--- src/rtl/lock_restart_ctrl.sv ---
// Lock-loss / software restart controller for the power-on-reset sequencer.
// Optional restart counter output is built when RESTART_CNT_EN is defined.
module lock_restart_ctrl #(
  parameter int unsigned DBNC_LEN = 16,
  parameter int unsigned PLS_LEN  = 4,
  parameter int unsigned HOLDOFF  = 20'hFFFFF
) (
  input  logic       CLK,
  input  logic       RST,
  input  logic       RUN,
  input  logic       QPLL_LOCK,
  input  logic       MMCM_LOCK,
  input  logic       SW_RESTART,
  output logic       RESTART_ALL,
  output logic [1:0] FAULT_SRC,
  output logic [2:0] RCTL_STATE
`ifdef RESTART_CNT_EN
  ,
  output logic [7:0] RESTART_CNT
`endif
);

  localparam logic [2:0] StIdle     = 3'd0;
  localparam logic [2:0] StMonitor  = 3'd1;
  localparam logic [2:0] StDebounce = 3'd2;
  localparam logic [2:0] StRestart  = 3'd3;
  localparam logic [2:0] StW4Drop   = 3'd4;
  localparam logic [2:0] StW4Run    = 3'd5;
  localparam logic [2:0] StHoldoff  = 3'd6;

  localparam logic [7:0]  DbncLast = 8'(DBNC_LEN - 1);
  localparam logic [3:0]  PlsLen   = 4'(PLS_LEN);
  localparam logic [20:0] HoldLim  = 21'(HOLDOFF);

  logic [2:0]  state_q, state_d;
  logic [7:0]  dbnc_q, dbnc_d;
  logic [3:0]  pls_q, pls_d;
  logic [19:0] hold_q, hold_d;
  logic [1:0]  fault_q, fault_d;
  logic        pulse_q, pulse_d;
  logic        sw_q;
  logic        lock_lost;
  logic        sw_rise;

  assign lock_lost = ~QPLL_LOCK | ~MMCM_LOCK;
  assign sw_rise   = SW_RESTART & ~sw_q;

  always_comb begin
    state_d = state_q;
    dbnc_d  = dbnc_q;
    pls_d   = pls_q;
    hold_d  = hold_q;
    fault_d = fault_q;
    pulse_d = 1'b0;
    case (state_q)
      StIdle: begin
        dbnc_d = '0;
        hold_d = '0;
        if (RUN) state_d = StMonitor;
      end
      StMonitor: begin
        dbnc_d = '0;
        if (sw_rise) begin
          state_d = StRestart;
          fault_d = 2'b00;
          pls_d   = '0;
        end else if (lock_lost) begin
          // The Monitor cycle that sees the loss is the first debounce sample.
          state_d = StDebounce;
          dbnc_d  = 8'd1;
        end else if (!RUN) begin
          state_d = StIdle;
        end
      end
      StDebounce: begin
        if (!lock_lost) begin
          dbnc_d  = '0;
          state_d = StMonitor;
        end else if (dbnc_q >= DbncLast) begin
          dbnc_d  = '0;
          state_d = StRestart;
          fault_d = {~MMCM_LOCK, ~QPLL_LOCK};
          pls_d   = '0;
        end else begin
          dbnc_d = dbnc_q + 8'd1;
        end
      end
      StRestart: begin
        if (pls_q >= PlsLen) begin
          pls_d   = '0;
          state_d = StW4Drop;
        end else begin
          pulse_d = 1'b1;
          pls_d   = pls_q + 4'd1;
        end
      end
      StW4Drop: begin
        if (!RUN) state_d = StW4Run;
      end
      StW4Run: begin
        if (RUN) begin
          hold_d  = '0;
          state_d = StHoldoff;
        end
      end
      StHoldoff: begin
        if (!RUN) begin
          hold_d  = '0;
          state_d = StIdle;
        end else if ({1'b0, hold_q} + 21'd1 >= HoldLim) begin
          hold_d  = '0;
          state_d = StMonitor;
        end else begin
          hold_d = hold_q + 20'd1;
        end
      end
      default: begin
        state_d = StIdle;
      end
    endcase
  end

  always_ff @(posedge CLK) begin
    if (RST) begin
      state_q <= StIdle;
      dbnc_q  <= '0;
      pls_q   <= '0;
      hold_q  <= '0;
      fault_q <= 2'b00;
      pulse_q <= 1'b0;
      sw_q    <= 1'b0;
    end else begin
      state_q <= state_d;
      dbnc_q  <= dbnc_d;
      pls_q   <= pls_d;
      hold_q  <= hold_d;
      fault_q <= fault_d;
      pulse_q <= pulse_d;
      sw_q    <= SW_RESTART;
    end
  end

`ifdef RESTART_CNT_EN
  logic [7:0] cnt_q;

  always_ff @(posedge CLK) begin
    if (RST) begin
      cnt_q <= '0;
    end else if (state_d == StRestart && state_q != StRestart && cnt_q != 8'hFF) begin
      cnt_q <= cnt_q + 8'd1;
    end
  end

  assign RESTART_CNT = cnt_q;
`endif

  assign RESTART_ALL = pulse_q;
  assign FAULT_SRC   = fault_q;
  assign RCTL_STATE  = state_q;

endmodule

--- config.mk ---
export PLATFORM = sky130hd
export DESIGN_NAME = lock_restart_ctrl
export DESIGN_NICKNAME = d
export VERILOG_FILES = /design/src/rtl/lock_restart_ctrl.sv
export SDC_FILE = /design/constraint.sdc
export NUM_CORES = 1
export LEC_CHECK = 0
export CAP_MARGIN = 20
export CORE_UTILIZATION = 29
export DETAILED_ROUTE_END_ITERATION = 8
export GPL_TIMING_DRIVEN = 0
export SLEW_MARGIN = 20
export SYNTH_ARGS = -nofsm -noshare
export SYNTH_HDL_FRONTEND = slang
export SYNTH_SLANG_ARGS = --single-unit
--- constraint.sdc ---
create_clock -name CLK -period 3.4 [get_ports CLK]
set_input_delay 0.51 -clock CLK [delete_from_list [all_inputs] [get_ports CLK]]
set_output_delay 0.51 -clock CLK [all_outputs]
set_load 0.02 [all_outputs]
==> results of run 1 <==
## cell type report
type | instances | area, um^2 | share of cell area (%)
buffer | 15 | 88.8 | 3.42
clock buffer | 5 | 68.8 | 2.65
clock inverter | 3 | 67.6 | 2.60
inverter | 10 | 37.5 | 1.44
multi-input combinational | 218 | 1320 | 50.9
sequential | 39 | 781 | 30.0
tap | 99 | 124 | 4.76
timing repair buffer | 11 | 110 | 4.23
## how the worst min path moves through the flow
stage,endpoint
6_report,dbnc_q[7]
5_1_grt,dbnc_q[2]
4_1_cts,dbnc_q[2]
3_5_place_dp,dbnc_q[7]
3_3_place_gp,pls_q[3]
2_1_floorplan,dbnc_q[2]
## layout by cell type (no fill, tap or decap), types with 5 or more instances in the layout
cell type        netlist  final
dfxtp_1               39     39
clkdlybuf4s50_1        0     11
nor2_1                33     33
and2_1                 5      5
o21ai_0               13     13
and3_1                11     11
nand2_1               38     38
nand3_1               18     18
clkbuf_8               0      5
inv_1                  9      9
a21oi_1               15     15
buf_2                  5      5
mux2i_1                6      6
nand4_1                9      9
clkbuf_1               5      5
## flip-flops by register name, indices dropped and copies added, names as in the netlist
name         count
hold_q          20
dbnc_q           8
pls_q            4
RCTL_STATE       3
FAULT_SRC        2
RESTART_ALL      1
sw_q             1
## routing by layer
metal | GRT usage [%] | vias to the layer above | routed length [um] | part of all wire (%)
li1 | - | 1055 | - | -
met5 | 0 | - | 0 | 0
met4 | 4.04 | 0 | 75 | 1.4
met1 | 20.8 | 974 | 2630 | 50
met3 | 2.74 | 8 | 174 | 3.3
met2 | 22.1 | 42 | 2340 | 45
## worst max-delay path: cells and delay by family (launching register included)
family	cells	cell delay (ns)
and+or+nand+nor	6	1.15
buffers and inverters	3	0.51
DFF	1	0.44
adders and majority gates	1	0.27
xor gates and xnor gates	1	0.22
AOI/OAI and AO/OA	1	0.12
## kinds of logic after synthesis
group	Yosys count	share of synthesized area, %
AOI/OAI and AO/OA	57	16.3
and+or+nand+nor	141	33.8
DFF	39	35.0
adders and majority gates	4	2.24
muxes	8	3.87
xor gates and xnor gates	8	3.14
buffers and inverters	25	5.67
## per-stage QoR
step	worst slack [ns]	total power [mW]	util, %	hold slack, ns
finish	0.618	1.37	35.5	0.485
global route	0.373	1.46	35.5	0.513
CTS	0.623	1.38	35.5	0.487
detailed placement	0.585	0.910	33.6	0.471
global placement	0.561	0.909	33.6	0.473
floorplan	1.01	0.793	-	0.453
## power by group through the flow
| stage | Sequential [mW] | Clock, mW | Combinational, mW |
|---|---|---|---|
| floorplan | 0.527 | 0 | 0.267 |
| global placement | 0.514 | 0 | 0.394 |
| detailed placement | 0.514 | 0 | 0.396 |
| CTS | 0.504 | 0.481 | 0.397 |
| global route | 0.507 | 0.502 | 0.448 |
| finish | 0.505 | 0.467 | 0.399 |
==> qor.txt, run 1 <==
Status: finished, final reports clean
Maximum vdd drop: 0.256 mV
CP max FO: 10
Crit end category: flop
Net Sw Frac: 33.0%
Hold Crit Start: dbnc_q[7]
Worst Path Required: 3.62 ns
Filler cell count: 781
Worst Setup SP: hold_q[1]
DIE AREA: 8040 um^2
Die Width: 89.7 um
Netlist cell types: 56
DR pass1 iterations: 4
Logic pwr share: 29.1%
Routed WL per cell: 13.1 um
Layout cells sized above 1: 9.30%
Final min period: 2.78 ns
Post-Layout Cell Count: 400
Worst reg2reg path depth: 12
Clk root buf: clkbuf_8
Cell Area, Placed: 2460 um^2
Register area share after synthesis: 35.0%
Final Hold Viols: 0
Reg power frac: 36.9%
Vias in the first global route: 1,896
Starting Density: 30.4%
DR iter-0 viols: 98
Final WL: 5230 um
Hold Path Class: flop to flop
CTS tree: built
Gate Count Post-Synth: 282
Number of synthesized register bits: 39
Worst-Margin Slew: 0.810 ns
Worst Clk Skew: 0.00874 ns
Post-route cell area: 2600 um^2
Critical path class: flop to flop
Layout Nets: 310
Hold Path Depth: 1
Slew Limit Fails: 0
# hold bufs at CTS: 0
DR DRC count: 0
Final setup vio count: 0
Commonest cells in the netlist: dfxtp_1 (39), nand2_1 (38), nor2_1 (33), nand3_1 (18), a21oi_1 (15)
Input/output buffers: 11
Remaining Overflow, GRT: 0
Hpwl dp: 3830 um
Slew margin rel.: 45.2%
Syn avg cell area: 7.91 um^2
Most frequent cell after synthesis: dfxtp_1
Antenna Nets Post-Route: 0
Final Cycle Share: 81.8%
Mapped Nets: 292
Startpoint types: flop
Largest area contributor in the netlist: dfxtp_1
Later-pin clock latency in the skew report: 0.30 ns
Die H: 89.7 um
Mapped Area: 2230 um^2
Std-Cell Rows: 31
Max capacitance violation total: 0
Placed Cells: 392
IO Pins: 12
Avg Vias per Cell: 5.20
Fmax: 360 MHz
Clock Power Share: 34.0%
Worst-path cell chain: ha_1 > and3_1 > buf_4 > nand3_4 > nor4_4 > xnor2_1 > nor4_4 > nor3_1 > buf_6 > buf_6 > nand4_1 > o21ai_1
Max incr delay on CP: 0.44 ns
Slowest CP cell: dfxtp_1
Power Dens Cells: 527 nW/um^2
Clk slew on worst S/H paths: 0.08 ns
Leak Pwr: 0.932 nW
Worst Setup EP: hold_q[13]
Initial antenna violation count: 0
Post-synth EDFFs: 0
Htree depth: 2
Antenna Cells: 0
Largest net degree at the start of global routing: 14
Post-CTS Setup Repair Bufs: 0
GR Util All Layers: 14.5%
Setup slack, reg-to-reg: 0.62 ns
Cts bufs inserted: 5
R2r startpoint: hold_q[1]
Yosys top cell area share: 35.0%
Syn. warnings: 0
Area Growth Syn to Fin: 16.6%
Cell Int Power: 919 uW
Arr. time, crit path: 3.00 ns
First-pass GRT wire length: 9090 um
Num Clock Sinks: 39
Routed via count: 2,079
Clk buf depth: 2
Core area: 7330 um^2
Reg-to-Reg End: hold_q[13]
Post-cts sizing count: 0
Sw Pwr: 452 uW
RSZ-0062 raised after global routing: no
Post-synth ARST share: 0%
Routability-driven placement congestion ratio: 0.860
Top FF cell, synth: dfxtp_1
Final setup TNS: 0 ns
Area contributors post-synth: dfxtp_1 (35%), nand2_1 (6.4%), nor2_1 (5.6%)
Note: power is estimated with default switching activity, not from simulation.
==> run 2: changes to the inputs <==
clock period = 2.9 ns   (was 3.4 ns; I/O delays follow)
==> run 2 against run 1 <==
  * Final area increased by 0.58%
  * Fmax rose by 1.0%
  * Die area unchanged
  * Via count is 0.14% lower
  * Utilization up 0.20 points
  * Clock power rose by 17%
  * Non-clock buffer count up 1
  * Routed wire length up 1.7%
  * Final cell count rose by 0.25%
  * Largest cell class unchanged
  * Largest power group unchanged
==> qor.txt, run 2 (same netlist as run 1, synthesis figures left out) <==
Worst hold endpoint: dbnc_q[7] (unchanged)
Vias in the first global route: 1,896 (unchanged)
Layout cells sized above 1: 10.3% (was 9.30%)
Commonest non-fill, non-tap cells in the layout: dfxtp_1 (39), nand2_1 (38), nor2_1 (33) (unchanged)
Maximum vdd drop: 0.300 mV (was 0.256 mV)
Largest register by flop count: hold_q (unchanged)
Starting Density: 30.4% (unchanged)
Core area: 7330 um^2 (unchanged)
Max capacitance violation total: 0 (unchanged)
Final min period: 2.75 ns (was 2.78 ns)
Worst reg2reg path depth: 10 (was 12)
Critical path class: flop to flop (unchanged)
Worst-Margin Slew: 0.827 ns (was 0.810 ns)
Initial antenna violation count: 0 (unchanged)
Num Clock Sinks: 39 (unchanged)
Std-Cell Rows: 31 (unchanged)
Hold Path Depth: 1 (unchanged)
Hold Crit Start: dbnc_q[7] (unchanged)
Cell Area, Placed: 2460 um^2 (unchanged)
Die Width: 89.7 um (unchanged)
CTS tree: built (unchanged)
Area Growth Syn to Fin: 17.3% (was 16.6%)
Worst Clk Skew: 0.00816 ns (was 0.00874 ns)
Fmax: 363 MHz (was 360 MHz)
Avg Vias per Cell: 5.18 (was 5.20)
Slew Limit Fails: 0 (unchanged)
Largest net degree at the start of global routing: 14 (unchanged)
Layout Nets: 311 (was 310)
Commonest non-fill, non-tap cell in the layout: dfxtp_1 (unchanged)
Hpwl dp: 3830 um (unchanged)
DIE AREA: 8040 um^2 (unchanged)
Antenna Nets Post-Route: 0 (unchanged)
Leak Pwr: 0.937 nW (was 0.932 nW)
Crit end category: flop (unchanged)
Final Hold Viols: 0 (unchanged)
Setup slack, reg-to-reg: 0.15 ns (was 0.62 ns)
Status: finished, final reports clean (unchanged)
Final Cycle Share: 94.9% (was 81.8%)
Clk buf depth: 2 (unchanged)
Die H: 89.7 um (unchanged)
Antenna Cells: 0 (unchanged)
IO Pins: 12 (unchanged)
Routed via count: 2,076 (was 2,079)
Input/output buffers: 11 (unchanged)
DR iter-0 viols: 138 (was 98)
Remaining Overflow, GRT: 0 (unchanged)
First-pass GRT wire length: 9090 um (unchanged)
Clk root buf: clkbuf_8 (unchanged)
Final hold slack: 0.485 ns (about the same)
Worst Path Required: 3.08 ns (was 3.62 ns)
Power Dens Cells: 613 nW/um^2 (was 527 nW/um^2)
Final setup vio count: 0 (unchanged)
GR Util All Layers: 14.5% (unchanged)
R2r startpoint: hold_q[1] (unchanged)
Final Util: 35.7% (was 35.5%)
Arr. time, crit path: 2.94 ns (was 3.00 ns)
DR pass1 iterations: 4 (unchanged)
Htree depth: 2 (unchanged)
Cts bufs inserted: 5 (unchanged)
Post-route cell area: 2620 um^2 (was 2600 um^2)
Top flop regs: hold_q (20), dbnc_q (8), pls_q (4) (unchanged)
Later-pin clock latency in the skew report: 0.29 ns (was 0.30 ns)
Startpoint types: flop (unchanged)
Routability-driven placement congestion ratio: 0.860 (unchanged)
Max reg flops: 20 (unchanged)
Clk slew on worst S/H paths: 0.08 ns (about the same)
Slew margin rel.: 44.1% (was 45.2%)
CP max FO: 7 (was 10)
Hold Path Class: flop to flop (unchanged)
DR DRC count: 0 (unchanged)
Final WL: 5320 um (was 5230 um)
Reg-to-Reg End: RCTL_STATE[2] (was hold_q[13])
Routed WL per cell: 13.3 um (was 13.1 um)
==> run 2: cell count changes in the layout (fill, tap and decap cells not counted) <==
cell    before  now
ha_2         0    1
ha_1         4    3
nor3_1       3    2
buf_4        3    4
nor3_2       0    1
==> run 2: layout make-up <==
| type | count | area (um^2) |
|---|---|---|
| fill | 779 | 4720 |
| multi-input combinational | 218 | 1330 |
| sequential | 39 | 781 |
| tap | 99 | 124 |
| timing repair buffer | 12 | 118 |
| buffer | 15 | 88.8 |
| clock buffer | 5 | 68.8 |
| clock inverter | 3 | 67.6 |
| inverter | 10 | 37.5 |
==> run 2: worst max-delay path, stage by stage (launching register included) <==
cell and delay, ns:
dfxtp_1 0.45, ha_2 0.27, and3_1 0.16, buf_4 0.15, nand3_4 0.11, nor4_4 0.33, xnor2_1 0.14, nor4_4 0.37
or2_4 0.23, nand4_1 0.12, mux2_4 0.31
==> run 2: worst max-delay path by stage <==
stage               from             to  depth (start not counted)
2_1_floorplan  hold_q[1]  RCTL_STATE[2]                         10
6_report       hold_q[1]  RCTL_STATE[2]                         10
5_1_grt        hold_q[1]  RCTL_STATE[2]                         10
4_1_cts        hold_q[1]     hold_q[13]                         12
3_5_place_dp   hold_q[1]     hold_q[13]                         12
3_3_place_gp         RUN     hold_q[10]                          8
==> run 2: metrics by stage <==
step	setup slack, ns	setup TNS, ns	power [mW]	instances
after CTS	0.123	0	1.62	400
final	0.147	0	1.60	401
after global placement	0.136	0	1.07	392
after floorplan	0.510	0	0.930	282
after detailed placement	0.147	0	1.07	392
after global routing	-0.0180	-0.0180	1.71	401
==> run 2: power by group <==
group,switching (mW),leakage (nW),internal [mW]
registers,0.0310,0.315,0.561
clock network,0.203,0.0644,0.343
logic,0.293,0.557,0.173
total,0.527,0.937,1.08
==> run 2: per-layer routing <==
layer  track usage, %  routed length, um  vias up  share of wire (%)
met3             2.74                194        7                3.6
li1                 -                  -     1058                  -
met5                0                  0        -                  0
met4             4.04                 71        0                1.3
met2             22.1               2400       44                 45
met1             20.8               2650      967                 50
==> run 2: repair_timing <==
| action | CTS | global route |
|---|---|---|
| buffers inserted | 0 | 1 |
| setup endpoints to repair | 0 | 10 |
| hold buffers | 0 | 0 |
| gates resized for setup | 0 | 2 |
| endpoints found under the hold margin | 0 | 0 |
==> run 3: changes to the inputs <==
CORE_MARGIN = 2   (was unset)
GPL_ROUTABILITY_DRIVEN = 0   (was unset)
==> run 3 against run 2 <==
  * Utilization is 0.19 points lower
  * Critical path depth stayed put
  * Combinational power is 1% higher
  * Sequential power hardly changed
  * Setup slack better by 0.038 ns
  * Global-route usage is 1.5 points lower
  * Highest routed layer unchanged
==> qor.txt, run 3 (same netlist as run 1, synthesis figures left out) <==
Cts bufs inserted: 5 (unchanged)
Max reg flops: 20 (unchanged)
DR pass1 iterations: 4 (unchanged)
Starting Density: 30.4% (unchanged)
Clock Power Share: 33.9% (was 34.1%)
DR DRC count: 0 (unchanged)
Die H: 91.7 um (was 89.7 um)
Hold Path Class: flop to flop (unchanged)
Slew margin rel.: 40.0% (was 44.1%)
IO Pins: 12 (unchanged)
Maximum vdd drop: 0.275 mV (was 0.300 mV)
Largest register by flop count: hold_q (unchanged)
Placed Cells: 392 (unchanged)
Antenna Cells: 0 (unchanged)
Die Width: 91.7 um (was 89.7 um)
Crit end category: flop (unchanged)
Worst Path Required: 3.09 ns (was 3.08 ns)
Remaining Overflow, GRT: 0 (unchanged)
Later-pin clock latency in the skew report: 0.30 ns (was 0.29 ns)
Net Sw Frac: 32.7% (was 32.8%)
Power Dens Cells: 616 nW/um^2 (was 613 nW/um^2)
Max capacitance violation total: 0 (unchanged)
Layout Nets: 310 (was 311)
CTS tree: built (unchanged)
Initial antenna violation count: 0 (unchanged)
Leak Pwr: 0.936 nW (was 0.937 nW)
Clk buf depth: 2 (unchanged)
Clk slew on worst S/H paths: 0.08 ns (about the same)
Commonest non-fill, non-tap cell in the layout: dfxtp_1 (unchanged)
Clk root buf: clkbuf_8 (unchanged)
Placement Setup Slack: 0.0803 ns (was 0.147 ns)
Commonest non-fill, non-tap cells in the layout: dfxtp_1 (39), nand2_1 (38), nor2_1 (33) (unchanged)
RSZ-0062 raised after global routing: no
Area Growth Syn to Fin: 16.7% (was 17.3%)
Arr. time, crit path: 2.90 ns (was 2.94 ns)
Final setup vio count: 0 (unchanged)
DR iter-0 viols: 179 (was 138)
Logic pwr share: 29.4% (was 29.1%)
Cell Int Power: 1.08 mW (about the same)
Layout cells sized above 1: 9.30% (was 10.3%)
Largest net degree at the start of global routing: 13 (was 14)
Routed WL per cell: 12.9 um (was 13.3 um)
Post-Layout Cell Count: 400 (was 401)
Final worst setup slack: 0.185 ns (was 0.147 ns)
Final Power: 1.60 mW (about the same)
Worst-Margin Slew: 0.887 ns (was 0.827 ns)
Sw Pwr: 524 uW (was 527 uW)
Filler cell count: 773 (was 779)
# hold bufs at CTS: 0 (unchanged)
Startpoint types: flop (unchanged)
Antenna Nets Post-Route: 0 (unchanged)
Worst Clk Skew: 0.00499 ns (was 0.00816 ns)
Slew Limit Fails: 0 (unchanged)
Reg power frac: 36.8% (was 36.9%)
First-pass GRT wire length: 8980 um (was 9090 um)
Core area: 7330 um^2 (unchanged)
Input/output buffers: 11 (unchanged)
GR Util All Layers: 13.0% (was 14.5%)
Num Clock Sinks: 39 (unchanged)
Final min period: 2.72 ns (was 2.75 ns)
Routed via count: 2,054 (was 2,076)
DIE AREA: 8410 um^2 (was 8040 um^2)
Htree depth: 2 (unchanged)
Top flop regs: hold_q (20), dbnc_q (8), pls_q (4) (unchanged)
Final WL: 5180 um (was 5320 um)
Final Cycle Share: 93.6% (was 94.9%)
CP max FO: 7 (unchanged)
Vias in the first global route: 1,927 (was 1,896)
Status: finished, final reports clean (unchanged)
Final Util: 35.5% (was 35.7%)
Std-Cell Rows: 31 (unchanged)
Final Hold Viols: 0 (unchanged)
Avg Vias per Cell: 5.14 (was 5.18)
Critical path class: flop to flop (unchanged)
Fmax: 368 MHz (was 363 MHz)
Final setup TNS: 0 ns (unchanged)
Hpwl dp: 3830 um (about the same)
## run 3: cell types whose count changed in the layout (fill, tap and decap cells not counted), sizes merged
cell	previous run	this run
clkinvlp	1	0
buf	11	10
clkbuf	10	11
## run 3: path summary, 6_finish.rpt
check | startpoint | endpoint | slack [ns] | cells past startpoint
max | hold_q[1] | RCTL_STATE[2] | 0.18 | 10
min reg2reg | pls_q[3] | pls_q[3] | 0.49 | 1
min | pls_q[3] | pls_q[3] | 0.49 | 1
max reg2reg | hold_q[1] | RCTL_STATE[2] | 0.18 | 10
## run 3: what timing repair did
item,in CTS,in global routing
setup endpoints to repair,0,3
resized for setup,0,1
setup buffers,0,0
## run 3: critical path, cell delays in order (launching register included)
cell and delay, ns:
dfxtp_1 0.45, ha_1 0.27, and3_1 0.17, buf_4 0.15
nand3_4 0.11, nor4_4 0.27, xnor2_1 0.15, nor4_4 0.37
or2_4 0.23, nand4_1 0.12, mux2_4 0.32
## run 3: final cells by class
| type | instances | area [um^2] | share of cell area, % |
|---|---|---|---|
| repair buffers | 11 | 110 | 4.23 |
| flip-flops and latches | 39 | 781 | 30.0 |
| clock inverters | 2 | 60.1 | 2.31 |
| inverters | 10 | 37.5 | 1.44 |
| multi-input cells | 218 | 1330 | 51.0 |
| plain buffers | 15 | 88.8 | 3.42 |
| well taps | 99 | 124 | 4.76 |
| clock buffers | 6 | 72.6 | 2.79 |
## run 3: power groups by stage
| stage | clock (mW) | combinational [mW] | sequential (mW) |
|---|---|---|---|
| 2_1_floorplan | 0 | 0.312 | 0.618 |
| 3_3_place_gp | 0 | 0.465 | 0.602 |
| 3_5_place_dp | 0 | 0.471 | 0.602 |
| 4_1_cts | 0.553 | 0.473 | 0.590 |
| 5_1_grt | 0.575 | 0.525 | 0.594 |
| 6_report | 0.543 | 0.471 | 0.589 |
## run 3: through the flow
step / area (um^2) / hold WS, ns
floorplan: 2230 / 0.453
global placement: 2460 / 0.468
detailed placement: 2460 / 0.477
CTS: 2600 / 0.489
global route: 2600 / 0.507
finish: 2600 / 0.486
## run 3: per-layer routing
layer  GRT usage, %  vias up  part of all wire [%]
li1               -     1053                     -
met5              0        -                     0
met3           2.05        5                   3.1
met2           21.2       28                    46
met1           17.4      968                    49
met4           4.55        0                   1.4
